### src/rtl/sram_lane_ctrl_if.sv
// sram_lane_ctrl_if: request/response handshake between the cache FSM and the lane controller
interface sram_lane_ctrl_if #(
   parameter int DATA_WIDTH = 32,
   parameter int ADDR_WIDTH = 32
);
   logic                  req_valid;
   logic                  req_ready;
   logic                  req_wen;
   logic [ADDR_WIDTH-1:0] req_addr;
   logic [DATA_WIDTH-1:0] req_wdata;
   logic [3:0]            req_be;
   logic                  rsp_valid;
   logic [DATA_WIDTH-1:0] rsp_rdata;
   modport master (
      output req_valid, req_wen, req_addr, req_wdata, req_be,
      input  req_ready, rsp_valid, rsp_rdata
   );
   modport slave (
      input  req_valid, req_wen, req_addr, req_wdata, req_be,
      output req_ready, rsp_valid, rsp_rdata
   );
endinterface

### src/rtl/sram_lane_ctrl.sv
// sram_lane_ctrl: rotates one 32-bit request at any byte offset across four 8-bit SRAM cells
module sram_lane_ctrl #(
   parameter int DATA_WIDTH      = 32,
   parameter int ADDR_WIDTH      = 32,
   parameter int SRAM_ADDR_WIDTH = 16,
   parameter int SRAM_LATENCY    = 7
) (
   input  logic                       clk,
   input  logic                       rst,
   sram_lane_ctrl_if.slave            bus,
   input  logic [7:0]                 cell_0_dout,
   input  logic [7:0]                 cell_1_dout,
   input  logic [7:0]                 cell_2_dout,
   input  logic [7:0]                 cell_3_dout,
   output logic [7:0]                 cell_0_din,
   output logic [7:0]                 cell_1_din,
   output logic [7:0]                 cell_2_din,
   output logic [7:0]                 cell_3_din,
   output logic [SRAM_ADDR_WIDTH-1:0] cell_0_addr,
   output logic [SRAM_ADDR_WIDTH-1:0] cell_1_addr,
   output logic [SRAM_ADDR_WIDTH-1:0] cell_2_addr,
   output logic [SRAM_ADDR_WIDTH-1:0] cell_3_addr,
   output logic                       cell_0_sense_en,
   output logic                       cell_1_sense_en,
   output logic                       cell_2_sense_en,
   output logic                       cell_3_sense_en,
   output logic                       cell_0_wen,
   output logic                       cell_1_wen,
   output logic                       cell_2_wen,
   output logic                       cell_3_wen
);
   localparam int CW = $clog2(SRAM_LATENCY + 1);
   typedef enum logic [1:0] {IDLE, ISSUE, WAIT, RESP} state_t;
   if (SRAM_LATENCY < 1) begin : g_lat_check
      $error("SRAM_LATENCY must be at least 1");
   end
   state_t                     state_q, state_d;
   logic [CW-1:0]              cnt_q, cnt_d;
   logic                       wen_q, wen_d;
   logic [1:0]                 off_q, off_d;
   logic [3:0]                 be_q, be_d;
   logic [SRAM_ADDR_WIDTH-1:0] addr_q [4];
   logic [SRAM_ADDR_WIDTH-1:0] addr_d [4];
   logic [7:0]                 din_q [4];
   logic [7:0]                 din_d [4];
   logic [3:0]                 cwen_q, cwen_d, csen_q, csen_d;
   logic                       rsp_valid_q, rsp_valid_d;
   logic [DATA_WIDTH-1:0]      rdata_q, rdata_d;
   logic [SRAM_ADDR_WIDTH-1:0] w;
   logic [1:0]                 s;
   logic [1:0]                 byte_of [4];
   logic [1:0]                 lane_of [4];
   logic [7:0]                 dout [4];
   logic                       accept;
   logic                       unused;
   assign w      = bus.req_addr[SRAM_ADDR_WIDTH+1:2];
   assign s      = bus.req_addr[1:0];
   assign dout   = '{cell_0_dout, cell_1_dout, cell_2_dout, cell_3_dout};
   assign accept = bus.req_valid & (state_q == IDLE);
   assign unused = ^bus.req_addr[ADDR_WIDTH-1:SRAM_ADDR_WIDTH+2];
   // byte_of: which request byte lands on a lane; lane_of: which lane feeds a response byte
   always_comb begin
      for (int i = 0; i < 4; i++) begin
         byte_of[i] = 2'(i) - s;
         lane_of[i] = 2'(i) + off_q;
      end
   end
   always_comb begin
      state_d     = state_q;
      cnt_d       = cnt_q;
      wen_d       = wen_q;
      off_d       = off_q;
      be_d        = be_q;
      addr_d      = addr_q;
      din_d       = din_q;
      cwen_d      = '0;
      csen_d      = '0;
      rsp_valid_d = 1'b0;
      rdata_d     = rdata_q;
      unique case (state_q)
         IDLE: if (accept) begin
            state_d = ISSUE;
            wen_d   = bus.req_wen;
            off_d   = s;
            be_d    = bus.req_be;
            for (int i = 0; i < 4; i++) begin
               addr_d[i] = (2'(i) < s) ? w + 1'b1 : w;
               din_d[i]  = bus.req_be[byte_of[i]] ? bus.req_wdata[8*byte_of[i] +: 8] : 8'h00;
               cwen_d[i] = bus.req_be[byte_of[i]] & bus.req_wen;
               csen_d[i] = bus.req_be[byte_of[i]] & ~bus.req_wen;
            end
         end
         ISSUE: begin
            cnt_d   = '0;
            state_d = WAIT;
         end
         WAIT: begin
            cnt_d = cnt_q + 1'b1;
            if (cnt_q == CW'(SRAM_LATENCY - 1)) begin
               state_d     = RESP;
               rsp_valid_d = 1'b1;
               for (int i = 0; i < 4; i++)
                  rdata_d[8*i +: 8] = (be_q[i] & ~wen_q) ? dout[lane_of[i]] : 8'h00;
            end
         end
         RESP: state_d = IDLE;
      endcase
   end
   always_ff @(posedge clk or negedge rst) begin
      if (!rst) begin
         state_q     <= IDLE;
         cnt_q       <= '0;
         wen_q       <= 1'b0;
         off_q       <= '0;
         be_q        <= '0;
         addr_q      <= '{default: '0};
         din_q       <= '{default: '0};
         cwen_q      <= '0;
         csen_q      <= '0;
         rsp_valid_q <= 1'b0;
         rdata_q     <= '0;
      end else begin
         state_q     <= state_d;
         cnt_q       <= cnt_d;
         wen_q       <= wen_d;
         off_q       <= off_d;
         be_q        <= be_d;
         addr_q      <= addr_d;
         din_q       <= din_d;
         cwen_q      <= cwen_d;
         csen_q      <= csen_d;
         rsp_valid_q <= rsp_valid_d;
         rdata_q     <= rdata_d;
      end
   end
   assign bus.req_ready   = (state_q == IDLE) & rst;
   assign bus.rsp_valid   = rsp_valid_q;
   assign bus.rsp_rdata   = rdata_q;
   assign cell_0_addr     = addr_q[0];
   assign cell_1_addr     = addr_q[1];
   assign cell_2_addr     = addr_q[2];
   assign cell_3_addr     = addr_q[3];
   assign cell_0_din      = din_q[0];
   assign cell_1_din      = din_q[1];
   assign cell_2_din      = din_q[2];
   assign cell_3_din      = din_q[3];
   assign cell_0_wen      = cwen_q[0];
   assign cell_1_wen      = cwen_q[1];
   assign cell_2_wen      = cwen_q[2];
   assign cell_3_wen      = cwen_q[3];
   assign cell_0_sense_en = csen_q[0];
   assign cell_1_sense_en = csen_q[1];
   assign cell_2_sense_en = csen_q[2];
   assign cell_3_sense_en = csen_q[3];
endmodule

### src/flat_wrapper.sv
// flat-port wrapper written by rule: the top's interface ports become plain ports
module sram_lane_ctrl_flat 
#(
   parameter int DATA_WIDTH      = 32,
   parameter int ADDR_WIDTH      = 32,
   parameter int SRAM_ADDR_WIDTH = 16,
   parameter int SRAM_LATENCY    = 7
)
  (clk, rst, cell_0_dout, cell_1_dout, cell_2_dout, cell_3_dout, cell_0_din, cell_1_din, cell_2_din, cell_3_din, cell_0_addr, cell_1_addr, cell_2_addr, cell_3_addr, cell_0_sense_en, cell_1_sense_en, cell_2_sense_en, cell_3_sense_en, cell_0_wen, cell_1_wen, cell_2_wen, cell_3_wen, bus_req_valid, bus_req_wen, bus_req_addr, bus_req_wdata, bus_req_be, bus_req_ready, bus_rsp_valid, bus_rsp_rdata);
  sram_lane_ctrl_if #(.DATA_WIDTH(DATA_WIDTH), .ADDR_WIDTH(ADDR_WIDTH)) bus_i ();
  input  logic clk;
  input  logic rst;
  input  logic [7:0] cell_0_dout;
  input  logic [7:0] cell_1_dout;
  input  logic [7:0] cell_2_dout;
  input  logic [7:0] cell_3_dout;
  output logic [7:0] cell_0_din;
  output logic [7:0] cell_1_din;
  output logic [7:0] cell_2_din;
  output logic [7:0] cell_3_din;
  output logic [SRAM_ADDR_WIDTH-1:0] cell_0_addr;
  output logic [SRAM_ADDR_WIDTH-1:0] cell_1_addr;
  output logic [SRAM_ADDR_WIDTH-1:0] cell_2_addr;
  output logic [SRAM_ADDR_WIDTH-1:0] cell_3_addr;
  output logic cell_0_sense_en;
  output logic cell_1_sense_en;
  output logic cell_2_sense_en;
  output logic cell_3_sense_en;
  output logic cell_0_wen;
  output logic cell_1_wen;
  output logic cell_2_wen;
  output logic cell_3_wen;
  input wire logic [$bits(bus_i.req_valid)-1:0] bus_req_valid;
  input wire logic [$bits(bus_i.req_wen)-1:0] bus_req_wen;
  input wire logic [$bits(bus_i.req_addr)-1:0] bus_req_addr;
  input wire logic [$bits(bus_i.req_wdata)-1:0] bus_req_wdata;
  input wire logic [$bits(bus_i.req_be)-1:0] bus_req_be;
  output wire logic [$bits(bus_i.req_ready)-1:0] bus_req_ready;
  output wire logic [$bits(bus_i.rsp_valid)-1:0] bus_rsp_valid;
  output wire logic [$bits(bus_i.rsp_rdata)-1:0] bus_rsp_rdata;
  assign bus_i.req_valid = bus_req_valid;
  assign bus_i.req_wen = bus_req_wen;
  assign bus_i.req_addr = bus_req_addr;
  assign bus_i.req_wdata = bus_req_wdata;
  assign bus_i.req_be = bus_req_be;
  assign bus_req_ready = bus_i.req_ready;
  assign bus_rsp_valid = bus_i.rsp_valid;
  assign bus_rsp_rdata = bus_i.rsp_rdata;
  sram_lane_ctrl #(.DATA_WIDTH(DATA_WIDTH), .ADDR_WIDTH(ADDR_WIDTH), .SRAM_ADDR_WIDTH(SRAM_ADDR_WIDTH), .SRAM_LATENCY(SRAM_LATENCY)) u_core (.clk(clk), .rst(rst), .bus(bus_i), .cell_0_dout(cell_0_dout), .cell_1_dout(cell_1_dout), .cell_2_dout(cell_2_dout), .cell_3_dout(cell_3_dout), .cell_0_din(cell_0_din), .cell_1_din(cell_1_din), .cell_2_din(cell_2_din), .cell_3_din(cell_3_din), .cell_0_addr(cell_0_addr), .cell_1_addr(cell_1_addr), .cell_2_addr(cell_2_addr), .cell_3_addr(cell_3_addr), .cell_0_sense_en(cell_0_sense_en), .cell_1_sense_en(cell_1_sense_en), .cell_2_sense_en(cell_2_sense_en), .cell_3_sense_en(cell_3_sense_en), .cell_0_wen(cell_0_wen), .cell_1_wen(cell_1_wen), .cell_2_wen(cell_2_wen), .cell_3_wen(cell_3_wen));
endmodule
### config.mk
export PLATFORM = sky130hd
export DESIGN_NAME = sram_lane_ctrl_flat
export DESIGN_NICKNAME = d
export VERILOG_FILES = /design/src/rtl/sram_lane_ctrl_if.sv /design/src/rtl/sram_lane_ctrl.sv /design/src/flat_wrapper.sv
export SDC_FILE = /design/constraint.sdc
export NUM_CORES = 1
export LEC_CHECK = 0
export CORE_UTILIZATION = 51
export DETAILED_ROUTE_END_ITERATION = 12
export MAX_ROUTING_LAYER = met4
export PLACE_DENSITY = 0.95
export SKIP_LAST_GASP = 1
export SYNTH_ARGS = -nofsm -noshare
export SYNTH_HDL_FRONTEND = slang
export SYNTH_SLANG_ARGS = --single-unit
### constraint.sdc
create_clock -name clk -period 2.3 [get_ports clk]
set_input_delay 0.46 -clock clk [delete_from_list [all_inputs] [get_ports clk]]
set_output_delay 0.46 -clock clk [all_outputs]
set_load 0.05 [all_outputs]
==> results.ini, run 1 <==
[floorplan]
die_w_um = 126.5
start_util_pct = 52.16
core_region_area_sq_um = 15150
dieArea_sq_um = 15990
rows = 45
num_io_pins = 242
die_h_um = 126.5

[logic_synthesis]
async_flop_share_pct = 100.0
yosysMostFrequentCell = nand2_1
yosysSeqAreaShare_pct = 47.20
synth_edf_count = 0
ys_types = 41
ys_seq_elements = 149
synthTopCellsByArea = dfrtp_1 47%, nand2_1 8.6%, mux4_2 5.7%
yosys_warnings = 0
syn_inst = 803
syn-num-nets = 914
syn_avg_cell_area_sq_um = 9.838
synth_top_area_share_pct = 47.20
synth_ff_type = dfrtp_1
synth_area_sq_um = 7900
synthTopCellsByCount = 180 x nand2_1, 149 x dfrtp_1, 85 x o21ai_0
synth_top_area_cell = dfrtp_1

[worst_setup_path]
cp_data_required_time_ps = 2610
crit_fanout = 8
worst-setup-path-type = in -> reg
critPathArrivalTime_ps = 2450
r2r-start = u_core.state_q[0]
cp-end-kind = register
ff2ff_path_depth = 6
rrSetupSlack_ps = 500
startpoint_type = input pin
crit_start = bus_req_addr[1]
endpoint = u_core.cell_2_addr[5]
r2r-end = u_core.cell_2_addr[12]

[timing]
fin_crit_sh_pct = 92.98
fin_crit_ps = 2139
setup_tns_ps = 0
worstMarginPinSlew_ps = 943.1
skew_ps = 7.778
hold-worst-slack_ps = 389.2
hold_violations = 0
fmax_mhz = 467.6
rsz0062_at_grt = no
setup-violations-final = 0
slew_headroom_pct = 37.13
drv_slew = 0

[clock_network]
path_clk_slew_ps = 60
cts_buffer_depth = 2
cts_tree = done
htreeDepth = 4
cts_setup_buffers = 0
clk_root_buffer_cell = clkbuf_16
clk-insertion-delay-late_ps = 430
cts_buffers = 17
numClockSinks = 149

[routing]
drt-initial-drc-count = 568
dr_total_vias = 7291
ant_nets = 0
dr.pass1.iters = 6
drc = 0
wirelength_um = 24310
wl_per_cell_um = 19.68
vias_per_cell = 5.904

[final_layout]
fillCellCount = 923
area_growth_pct = 42.00
regArea_sq_um = 3729
drive_gt1_share_pct = 14.23
antennaDiodeCount = 0
final_nets = 1145
multi_input_area_sq_um = 3785
stdcell_area_sq_um = 11220
post-route-util_pct = 74.07

[pwr]
comb_power_share_pct = 51.4
power_density_nw_per_um2 = 1335
swShare_pct = 45.19
clockPowerShare_pct = 21.0
p_sw_mw = 6.768
p_seq_share_pct = 27.6
p_leak_nw = 4.862
peakVddDrop_mv = 1.027
internal_power_mw = 8.208

[placement]
portBuffers = 227
routabilityCongestion = 0.9258
hpwl_um = 17070
placed_cell_area_sq_um = 10540

[global_routing]
grt_pass1_vias = 7393
grt_max_degree = 76
grtUsageTotal_pct = 32.60
grt_pass1_wl_um = 38780
antenna_found_initial = 0
grt_overflow = 0

[hold_path]
min_path_type = in -> async

[flow_run]
max-cap-violations = 0

[run_status]
outcome = finished, final reports clean

power by group through the flow:
stage	clock network (mW)	registers, mW	logic, mW
after detailed placement	0	4.11	7.64
final	3.14	4.13	7.70
after global routing	3.29	4.21	8.11
after floorplan	0	6.86	2.15
after CTS	3.16	4.11	7.71
after global placement	0	4.09	7.44
worst max-delay path, cell delays in order:
cell             delay [ps]
clkdlybuf4s50_1         540
buf_4                   190
ha_1                    240
inv_1                   160
or3_1                   410
xor2_1                  160
o21ai_0                 280
worst min-delay path by stage:
stage	slack, ps	cells past startpoint	end	start
final	390	2	u_core.bus.rsp_valid	rst
after global routing	380	2	u_core.bus.rsp_valid	rst
after CTS	380	2	u_core.bus.rsp_valid	rst
after detailed placement	270	1	u_core.bus.rsp_valid	rst
after global placement	260	1	u_core.bus.rsp_valid	rst
after floorplan	160	0	u_core.be_q[0]	rst
logic make-up after synthesis:
kind of cell | synth area share [%]
simple gates | 16.91
compound gates | 12.37
flops | 47.20
buf+inv | 4.989
mux | 12.54
xor+xnor | 4.878
fa+ha+maj | 1.109
final cells by class:
| type | count | share of cell area [%] |
|---|---|---|
| well taps | 188 | 2.097 |
| clock buffers | 19 | 4.037 |
| clock inverters | 13 | 1.941 |
| repair buffers | 278 | 24.62 |
| inverters | 10 | 0.3346 |
| multi-input cells | 578 | 33.74 |
| flip-flops and latches | 149 | 33.24 |
sequential cells by signal, indices dropped and copies added, names as in the netlist, 3 cells and up:
signal                cells
u_core.cell_1_addr       16
u_core.cell_2_addr       16
u_core.cell_2_din         8
u_core.cell_3_addr       16
u_core.be_q               4
u_core.cell_3_din         8
u_core.cell_0_addr       16
u_core.cell_0_din         8
u_core.cnt_q              3
u_core.cell_1_din         8
u_core.bus.rsp_rdata     32
u_core.cwen_q             4
u_core.csen_q             4
stage by stage:
step                      setup WS (ps)  std cells  total power [mW]
after floorplan                   9.257        803             9.013
after global placement           -29.92       1202             11.53
after global routing              151.1       1235             15.61
after detailed placement         -116.1       1202             11.75
final                             161.5       1235             14.98
after CTS                         175.9       1235             14.99
what timing repair did:
item / CTS / global route
hold buffers: 1 / 0
hold endpoints to repair: 5 / 0
gates resized for setup: 0 / 0
layout by cell type (no fill, tap or decap), types with 3 or more instances in the layout:
cell and n:
buf_4 43, nor3_1 10, mux4_2 20, inv_1 10
nand3_1 6, a21oi_1 31, nor4_1 6, nor4_2 8
nor2_1 43, o21ai_0 85, mux2i_1 27, a22o_1 32
mux2_2 24, xor2_1 9, nand4_1 7, nand4_2 3
xnor2_1 35, o21ai_1 20, clkdlybuf4s50_1 223, dfrtp_1 149
clkbuf_16 17, buf_12 9, bufinv_16 5, and3_1 4
nand2_1 179, ha_1 7, clkinv_4 3, nand3b_1 3
layer usage:
metal | GRT usage [%] | share of wire (%)
met4 | 15.73 | 3.5
met3 | 8.351 | 8.8
met1 | 37.55 | 38
met2 | 53.30 | 49
met5 | - | 0
No activity file was read; power rests on OpenSTA's default activity.
==> run 2: changes to the inputs <==
--- a/config.mk
+++ b/config.mk
@@ -5,7 +5,8 @@
 export SDC_FILE = /design/constraint.sdc
 export NUM_CORES = 1
 export LEC_CHECK = 0
-export CORE_UTILIZATION = 51
+export CORE_UTILIZATION = 53
+export CTS_BUF_LIST = sky130_fd_sc_hd__clkbuf_4 sky130_fd_sc_hd__clkbuf_8
 export DETAILED_ROUTE_END_ITERATION = 12
 export MAX_ROUTING_LAYER = met4
 export PLACE_DENSITY = 0.95
==> results.ini, run 2 (synthesized netlist as in run 1, its figures left out) <==
[timing]
setup-violations-final = 0  ; unchanged
slew_headroom_pct = 43.69  ; was 37.13%
drv_slew = 0  ; unchanged
skew_ps = 10.83  ; was 7.778 ps
worstMarginPinSlew_ps = 844.6  ; was 943.1 ps
setup_tns_ps = 0  ; unchanged
worst_slack_ps = 139.3  ; was 161.5 ps
hold-worst-slack_ps = 95.85  ; was 389.2 ps
rsz0062_at_grt = no  ; unchanged
fin_crit_sh_pct = 93.94  ; was 92.98%
fmax_mhz = 462.8  ; was 467.6 MHz
fin_crit_ps = 2161  ; was 2139 ps
hold_violations = 0  ; unchanged

[pwr]
internal_power_mw = 7.052  ; was 8.208 mW
comb_power_share_pct = 55.2  ; was 51.4%
p_seq_share_pct = 30.2  ; was 27.6%
peakVddDrop_mv = 1.203  ; was 1.027 mV
swShare_pct = 48.54  ; was 45.19%
clockPowerShare_pct = 14.6  ; was 21.0%
p_leak_nw = 4.700  ; was 4.862 nW
p_sw_mw = 6.651  ; was 6.768 mW
power_density_nw_per_um2 = 1260  ; was 1335 nW/um^2

[final_layout]
drive_gt1_share_pct = 13.90  ; was 14.23%
final_nets = 1141  ; was 1145
fillCellCount = 956  ; was 923
largest_reg_flops = 32  ; unchanged
area_growth_pct = 37.69  ; was 42.00%
antennaDiodeCount = 0  ; unchanged
final_common_cell = clkdlybuf4s50_1  ; unchanged
regArea_sq_um = 3729  ; unchanged
layout_common_cells = 224 x clkdlybuf4s50_1, 179 x nand2_1, 149 x dfrtp_1, 85 x o21ai_0, 43 x nor2_1  ; was 223 x clkdlybuf4s50_1, 179 x nand2_1, 149 x dfrtp_1, 85 x o21ai_0
post-route-util_pct = 74.85  ; was 74.07%
multi_input_area_sq_um = 3785  ; unchanged

[worst_setup_path]
ff2ff_path_depth = 5  ; was 6
crit_fanout = 2  ; was 8
r2r-start = u_core.state_q[0]  ; unchanged
r2r-end = u_core.bus.rsp_rdata[14]  ; was u_core.cell_2_addr[12]
cp-end-kind = primary output  ; was register
cp_data_required_time_ps = 1840  ; was 2610 ps
crit_start = u_core.cell_3_din[5]  ; was bus_req_addr[1]
path_cells = clkdlybuf4s50_1  ; was clkdlybuf4s50_1 -> buf_4 -> ha_1 -> inv_1 -> or3_1 -> xor2_1 -> o21ai_0
max_stage_delay_ps = 870  ; was 540 ps
startpoint_type = register  ; was input pin
critPathArrivalTime_ps = 1700  ; was 2450 ps
worst-setup-path-type = reg -> out  ; was in -> reg
endpoint = cell_3_din[5]  ; was u_core.cell_2_addr[5]
cp.depth = 1  ; was 7
critical-path-slowest-cell = clkdlybuf4s50_1  ; unchanged
rrSetupSlack_ps = 420  ; was 500 ps
crit_buf_inv = 1  ; was 3
cp_top_family = buffers and inverters  ; unchanged

[floorplan]
dieArea_sq_um = 15400  ; was 15990 sq um
die_h_um = 124.1  ; was 126.5 um
core_region_area_sq_um = 14530  ; was 15150 sq um
rows = 44  ; was 45
start_util_pct = 54.36  ; was 52.16%
num_io_pins = 242  ; unchanged
die_w_um = 124.1  ; was 126.5 um

[clock_network]
cts_buffer_depth = 2  ; unchanged
cts-resized-gates = 0  ; unchanged
path_clk_slew_ps = 100  ; was 60 ps
cts_buffers = 17  ; unchanged
cts_tree = done  ; unchanged
htreeDepth = 4  ; unchanged
cts_setup_buffers = 0  ; unchanged
numClockSinks = 149  ; unchanged
clk-insertion-delay-late_ps = 450  ; was 430 ps
ctsHoldBuffers = 0  ; was 1
clk_root_buffer_cell = clkbuf_8  ; was clkbuf_16

[hold_path]
min_path_type = in -> async  ; unchanged

[routing]
ant_nets = 0  ; unchanged
wl_per_cell_um = 18.95  ; was 19.68 um
dr.pass1.iters = 5  ; was 6
dr_total_vias = 7168  ; was 7291
drc = 0  ; unchanged
wirelength_um = 23250  ; was 24310 um
vias_per_cell = 5.842  ; was 5.904
drt-initial-drc-count = 571  ; was 568

[global_routing]
grt_pass1_vias = 6961  ; was 7393
antenna_found_initial = 0  ; unchanged
grt_overflow = 0  ; unchanged
grtUsageTotal_pct = 32.05  ; was 32.60%
grt_max_degree = 150  ; was 76
grt_pass1_wl_um = 35940  ; was 38780 um

[placement]
place_ws_ps = -25.12  ; was -116.1 ps
portBuffers = 227  ; unchanged
hpwl_um = 16800  ; was 17070 um
routabilityCongestion = 0.9178  ; was 0.9258

[flow_run]
max-cap-violations = 0  ; unchanged

[run_status]
outcome = finished, final reports clean  ; unchanged

run 2: changes by cell type in the layout (fill, tap and decap cells not counted):
| cell | previous run | this run |
|---|---|---|
| buf_12 | 9 | 8 |
| buf_4 | 43 | 40 |
| clkbuf_8 | 2 | 17 |
| inv_6 | 2 | 5 |
| inv_8 | 1 | 2 |
| clkinv_2 | 1 | 3 |
| dlygate4sd3_1 | 1 | 0 |
| clkbuf_16 | 17 | 0 |
| clkinvlp_4 | 1 | 2 |
| bufinv_16 | 5 | 1 |
| clkdlybuf4s50_1 | 223 | 224 |
| clkinv_4 | 3 | 2 |
run 2: area by class of cell:
cell class                 instances  area share (%)
clock buffer                      17           2.151
clock inverter                    15           1.323
inverter                          10          0.3451
multi-input combinational        578           34.79
sequential                       149           34.28
tap                              184           2.116
timing repair buffer             274           24.99
run 2: power groups by stage:
stage                     Sequential [mW]  Combinational (mW)  Clock, mW
after floorplan                      6.86                2.15          0
after global placement               4.13                7.35          0
after detailed placement             4.14                7.57          0
after CTS                            4.12                7.58       2.01
after global routing                 4.23                8.00       2.11
final                                4.14                7.57       1.99
run 2: metal layers:
layer / GRT usage [%] / share of wire, % / wire length [um] / vias up
li1: - / - / - / 3230
met1: 38.23 / 39 / 9098 / 3498
met5: - / 0 / 0 / -
met4: 11.90 / 2.6 / 602 / 0
met3: 7.097 / 9.1 / 2115 / 52
met2: 53.21 / 49 / 11430 / 388
run 2: through the flow:
stage	power [mW]	instances	instance area, sq um
after floorplan	9.013	803	7905
after global placement	11.48	1195	10500
after detailed placement	11.70	1195	10500
after CTS	13.71	1227	10880
after global routing	14.34	1227	10880
final	13.70	1227	10880
run 2: worst min path at each step:
stage / from / to / slack, ps / cells past startpoint
final: rst / u_core.cell_0_addr[10] / 100 / 2
after global placement: u_core.be_q[3] / u_core.be_q[3] / 450 / 2
after floorplan: rst / u_core.be_q[0] / 160 / 0
after CTS: rst / u_core.bus.rsp_rdata[9] / 210 / 2
after detailed placement: u_core.be_q[1] / u_core.be_q[1] / 460 / 2
after global routing: rst / u_core.bus.rsp_rdata[20] / 220 / 2
